**config.mk**
```make
export PLATFORM = sky130hd
export DESIGN_NAME = cmd_debounce
export DESIGN_NICKNAME = d
export VERILOG_FILES = /design/src/rtl/cmd_debounce_pkg.sv /design/src/rtl/cmd_debounce_ch.sv /design/src/rtl/cmd_debounce.sv
export SDC_FILE = /design/constraint.sdc
export NUM_CORES = 1
export LEC_CHECK = 0
export ABC_CLOCK_PERIOD_IN_PS = 3200
export CAP_MARGIN = 5
export CORE_MARGIN = 3
export CORE_UTILIZATION = 50
export DETAILED_ROUTE_END_ITERATION = 16
export GPL_TIMING_DRIVEN = 0
export PLACE_DENSITY = 0.7
export SLEW_MARGIN = 10
export SYNTH_ARGS = -nofsm -noshare
export SYNTH_HDL_FRONTEND = slang
export SYNTH_SLANG_ARGS = --single-unit
```
**constraint.sdc**
```tcl
create_clock -name clk -period 3.2 [get_ports clk]
set_input_delay 0.48 -clock clk [delete_from_list [all_inputs] [get_ports clk]]
set_output_delay 0.48 -clock clk [all_outputs]
set_load 0.01 [all_outputs]
```
**src/rtl/cmd_debounce_pkg.sv**
```systemverilog
// Shared definitions for the SET/CLR button conditioner: channel state encodings and synchroniser depth.
package cmd_debounce_pkg;

  // Bit 1 of the encoding is the debounced level, so deb comes straight off a flop.
  localparam logic [1:0] IDLE       = 2'b00;
  localparam logic [1:0] CONF_PRESS = 2'b01;
  localparam logic [1:0] PRESSED    = 2'b11;
  localparam logic [1:0] CONF_REL   = 2'b10;

  localparam int SYNC_STAGES = 2;

endpackage

```
**src/rtl/cmd_debounce_ch.sv**
```systemverilog
// One button channel: synchroniser, then a confirm-count FSM that outputs the debounced level.
// Latency: DB_CYCLES+2 edges from first raw sample to deb. No backpressure; free-running.
module debounce_ch
  import cmd_debounce_pkg::*;
#(
  parameter int DB_CYCLES = 4,
  parameter int CNT_W     = 3
) (
  input  logic clk,
  input  logic reset,
  input  logic btn,
  output logic deb
);

  localparam logic [CNT_W-1:0] CNT_LAST = CNT_W'(DB_CYCLES - 1);

  logic [SYNC_STAGES-1:0] sync_q;
  logic                   sync;
  logic [1:0]             state, state_nxt;
  logic [CNT_W-1:0]       cnt, cnt_nxt;

  assign sync = sync_q[SYNC_STAGES-1];

  always_ff @(posedge clk or negedge reset) begin
    if (!reset) sync_q <= '0;
    else        sync_q <= {sync_q[SYNC_STAGES-2:0], btn};
  end

  always_comb begin
    state_nxt = state;
    cnt_nxt   = cnt;
    case (state)
      IDLE:       if (sync) state_nxt = CONF_PRESS;
      CONF_PRESS: begin
        if (!sync)                 state_nxt = IDLE;
        else if (cnt == CNT_LAST)  state_nxt = PRESSED;
        else                       cnt_nxt   = cnt + 1'b1;
      end
      PRESSED:    if (!sync) state_nxt = CONF_REL;
      CONF_REL:   begin
        if (sync)                  state_nxt = PRESSED;
        else if (cnt == CNT_LAST)  state_nxt = IDLE;
        else                       cnt_nxt   = cnt + 1'b1;
      end
      default:    state_nxt = IDLE;
    endcase
    // Any bounce or acceptance restarts the confirmation window.
    if (state_nxt != state) cnt_nxt = '0;
  end

  always_ff @(posedge clk or negedge reset) begin
    if (!reset) begin
      state <= IDLE;
      cnt   <= '0;
    end else begin
      state <= state_nxt;
      cnt   <= cnt_nxt;
    end
  end

  assign deb = state[1];

endmodule

```
**src/rtl/cmd_debounce.sv**
```systemverilog
// SET/CLR button conditioner for the Gray counter; CLR wins, outputs never both high. CMD_PULSE_EN selects pulse mode.
// Latency: DB_CYCLES+3 edges raw-to-output. No backpressure; outputs are registered levels (or 1-cycle pulses).
module cmd_debounce
  import cmd_debounce_pkg::*;
#(
  parameter int DB_CYCLES = 4,
  parameter int CNT_W     = 3
) (
  input  logic clk,
  input  logic reset,
  input  logic set_btn,
  input  logic clr_btn,
  output logic set_out,
  output logic clr_out
);

  logic set_deb, clr_deb;

  debounce_ch #(.DB_CYCLES(DB_CYCLES), .CNT_W(CNT_W)) u_set_ch (
    .clk   (clk),
    .reset (reset),
    .btn   (set_btn),
    .deb   (set_deb)
  );

  debounce_ch #(.DB_CYCLES(DB_CYCLES), .CNT_W(CNT_W)) u_clr_ch (
    .clk   (clk),
    .reset (reset),
    .btn   (clr_btn),
    .deb   (clr_deb)
  );

`ifdef CMD_PULSE_EN
  logic set_deb_q, clr_deb_q;

  // A set edge masked by an active CLR is lost, not deferred.
  always_ff @(posedge clk or negedge reset) begin
    if (!reset) begin
      set_deb_q <= 1'b0;
      clr_deb_q <= 1'b0;
      set_out   <= 1'b0;
      clr_out   <= 1'b0;
    end else begin
      set_deb_q <= set_deb;
      clr_deb_q <= clr_deb;
      clr_out   <= clr_deb & ~clr_deb_q;
      set_out   <= set_deb & ~set_deb_q & ~clr_deb;
    end
  end
`else
  always_ff @(posedge clk or negedge reset) begin
    if (!reset) begin
      set_out <= 1'b0;
      clr_out <= 1'b0;
    end else begin
      clr_out <= clr_deb;
      set_out <= set_deb & ~clr_deb;
    end
  end
`endif

endmodule

```
==> metrics.cfg <==
[global_routing]
grt_pass1_vias = 479
grt_usage_pct = 13.82
antenna_found_initial = 0
grt_first_pass_wirelength_um = 1945
grt_max_degree = 17
grt_overflow = 0

[yosys]
synth_cells = 74
synthDistinctLibCells = 25
syn_avg_cell_area_um2 = 10.69
seq_area_frac_synth_pct = 50.63
syn-num-nets = 84
synth_common_cells = 16 x dfrtp_1, 8 x a21oi_1, 6 x ha_1, 6 x nor2_1
postSynth.topFlopCell = dfrtp_1
synthMuxAreaShare_pct = 6.329
synth_seq_cells = 16
synthDominantCellAreaShare_pct = 50.63
synth_compound_area_share_pct = 12.82
synthArstFlopShare_pct = 100.0
synth_fa_ha_area_share_pct = 9.494
synth_top_cell_by_area = dfrtp_1
synth_edf_count = 0
yosysMostFrequentCell = dfrtp_1
yosysWarnings = 0
synthTopCellsByArea = dfrtp_1 51%, ha_1 9.5%, mux2i_1 6.3%
synth-simple-area-share_pct = 15.19
syn-cell-area_um2 = 790.8
synth-xor-area-share_pct = 0
synth_top_family_by_area = simple AND/OR/NAND/NOR gates

[placed_design]
portBuffers = 5
placed_cells = 94
post-place-ws_ns = 1.808
hpwl_um = 830.1
gp_congestion = 0.8445

[pwr]
p_leak_nw = 0.3926
p_switching_w = 0.0001077
ir_drop_mv = 0.3052
pwr-share-comb_pct = 19.8
intPower_w = 0.0003027
p_per_area_mw_per_mm2 = 465.3
p_seq_share_pct = 56.4
p_sw_share_pct = 26.24
clkPwrFrac_pct = 23.9

[detailed_routing]
wl_per_cell_um = 11.65
viasPerCell = 5.412
finalWirelength_um = 1130
ant_nets = 0
drtIter0Drc = 4
drtPass1Iterations = 3
num_vias = 525
drc = 0

[finish]
diodes = 0
drive_above_1_share_pct = 12.20
nets = 94
fin_cells = 97
syn_to_final_growth_pct = 11.55
fillers = 109

[floorplan]
die_x_um = 45.77
die_h_um = 45.77
ioPinCount = 6
placementRows = 13
coreArea_mm2 = 0.001383
dieArea_mm2 = 0.002095
initial_core_util_pct = 57.19

[hold_path]
min-delay-path-class = flip-flop to flip-flop

[timing]
hold_violations = 0
skew_ns = 0.0008844
fin_crit_ns = 1.606
fin_crit_sh_pct = 50.17
slew_viol_final = 0
finalWorstSetupSlack_ns = 1.594
slew_headroom_pct = 55.19
finalSetupTns_ns = 0
rsz0062_at_grt = no
setup_viol = 0
tightest_slew_ns = 0.6700
max_freq_ghz = 0.6228

[setup_path]
critPathArrivalTime_ns = 1.13
critPathKind = flip-flop to primary output
cp_slowest_stage_delay_ns = 0.52
start_kind = flip-flop
cpMaxStageDelayCell = clkdlybuf4s50_1
path_delay_family = buffers and inverters
path_cells = clkdlybuf4s50_1
required_ns = 2.72
crit_buf_inv = 1
worstSetupEndpointType = primary output
worstPathMaxFanout = 1

[clocking]
cts-root-buf = clkbuf_4
numClockSinks = 16
cts_buffer_depth = 2
cts_buffers = 3
cts_tree = done
cts.clk_slew.worst_paths_ns = 0.08
cts_hold_buffers = 0
post_cts_resized = 0
htree_levels = 1
clkLatencyLatePin_ns = 0.28
postCtsSetupBuffers = 0

[run]
drv_cap = 0

[status]
outcome = finished, final reports clean

==> power by group through the flow <==
stage,combinational (W),clock [W],sequential [W]
floorplan,0.0000628,0,0.000233
global placement,0.0000795,0,0.000235
detailed placement,0.0000822,0,0.000235
CTS,0.0000827,0.000105,0.000231
global route,0.0000948,0.000114,0.000234
finish,0.0000811,0.0000980,0.000231
==> path summary, 6_finish.rpt <==
kind	from	depth (start not counted)	to	slack, ns
min in group asynchronous	reset	1	u_clr_ch.state[0]	0.61
hold / removal	u_set_ch.sync_q[0]	0	u_set_ch.sync_q[1]	0.36
hold reg to reg	u_set_ch.sync_q[0]	0	u_set_ch.sync_q[1]	0.36
setup / recovery	clr_out	1	clr_out	1.59
max in group asynchronous	reset	1	u_clr_ch.cnt[1]	2.17
setup reg to reg	u_set_ch.cnt[0]	5	u_set_ch.cnt[1]	1.81
==> flip-flops by register name, summed over array words and instances, names as in the netlist <==
signal and count:
u_set_ch.cnt 3, set_out 1, u_clr_ch.sync_q 2, clr_out 1
u_set_ch.state 2, u_clr_ch.cnt 3, u_clr_ch.state 2, u_set_ch.sync_q 2
==> per-stage QoR <==
step | util [%] | power (W) | hold WS (ns) | cell area, um2
global placement | 62.17 | 0.0003142 | 0.3365 | 859.6
CTS | 63.80 | 0.0004187 | 0.3586 | 882.1
finish | 63.80 | 0.0004104 | 0.3566 | 882.1
floorplan | - | 0.0002958 | 0.1844 | 790.8
global route | 63.80 | 0.0004427 | 0.3748 | 882.1
detailed placement | 62.17 | 0.0003175 | 0.3363 | 859.6
==> cells in the final DEF, fill, tap and decap left out <==
master,n
or3b_4,1
nor2b_1,1
a21oi_1,8
nand3_1,4
nand3b_1,1
clkbuf_1,1
clkbuf_4,3
ha_1,6
a211oi_1,1
nand2b_1,1
mux2i_1,5
and2b_2,1
buf_6,1
inv_1,5
a22o_1,1
o22ai_1,2
clkdlybuf4s50_1,5
nor3b_2,1
or2_1,1
and3b_2,1
dfrtp_1,16
nand2_1,1
o21ai_0,5
buf_2,2
o211ai_1,1
nor3_1,1
nor2_1,6
==> layout make-up <==
cell class / instances / area, um2 / share of cell area (%)
timing repair buffer: 5 / 50.05 / 5.674
buffer: 4 / 25.02 / 2.837
sequential: 16 / 400.4 / 45.39
clock buffer: 3 / 22.52 / 2.553
multi-input combinational: 49 / 346.6 / 39.29
inverter: 5 / 18.77 / 2.128
tap: 15 / 18.77 / 2.128
==> metal layers <==
layer  track usage, %  part of all wire (%)
met5                0                     0
met4            5.682                   1.1
met3            8.300                   6.8
met2            17.83                    41
met1            18.50                    51
==> cells by family after synthesis <==
family                     Yosys count
AOI/OAI and AO/OA                   18
DFF                                 16
and+or+nand+nor                     20
adders and majority gates            6
buffers and inverters                9
muxes                                5
Note: power is estimated with default switching activity, not from simulation.
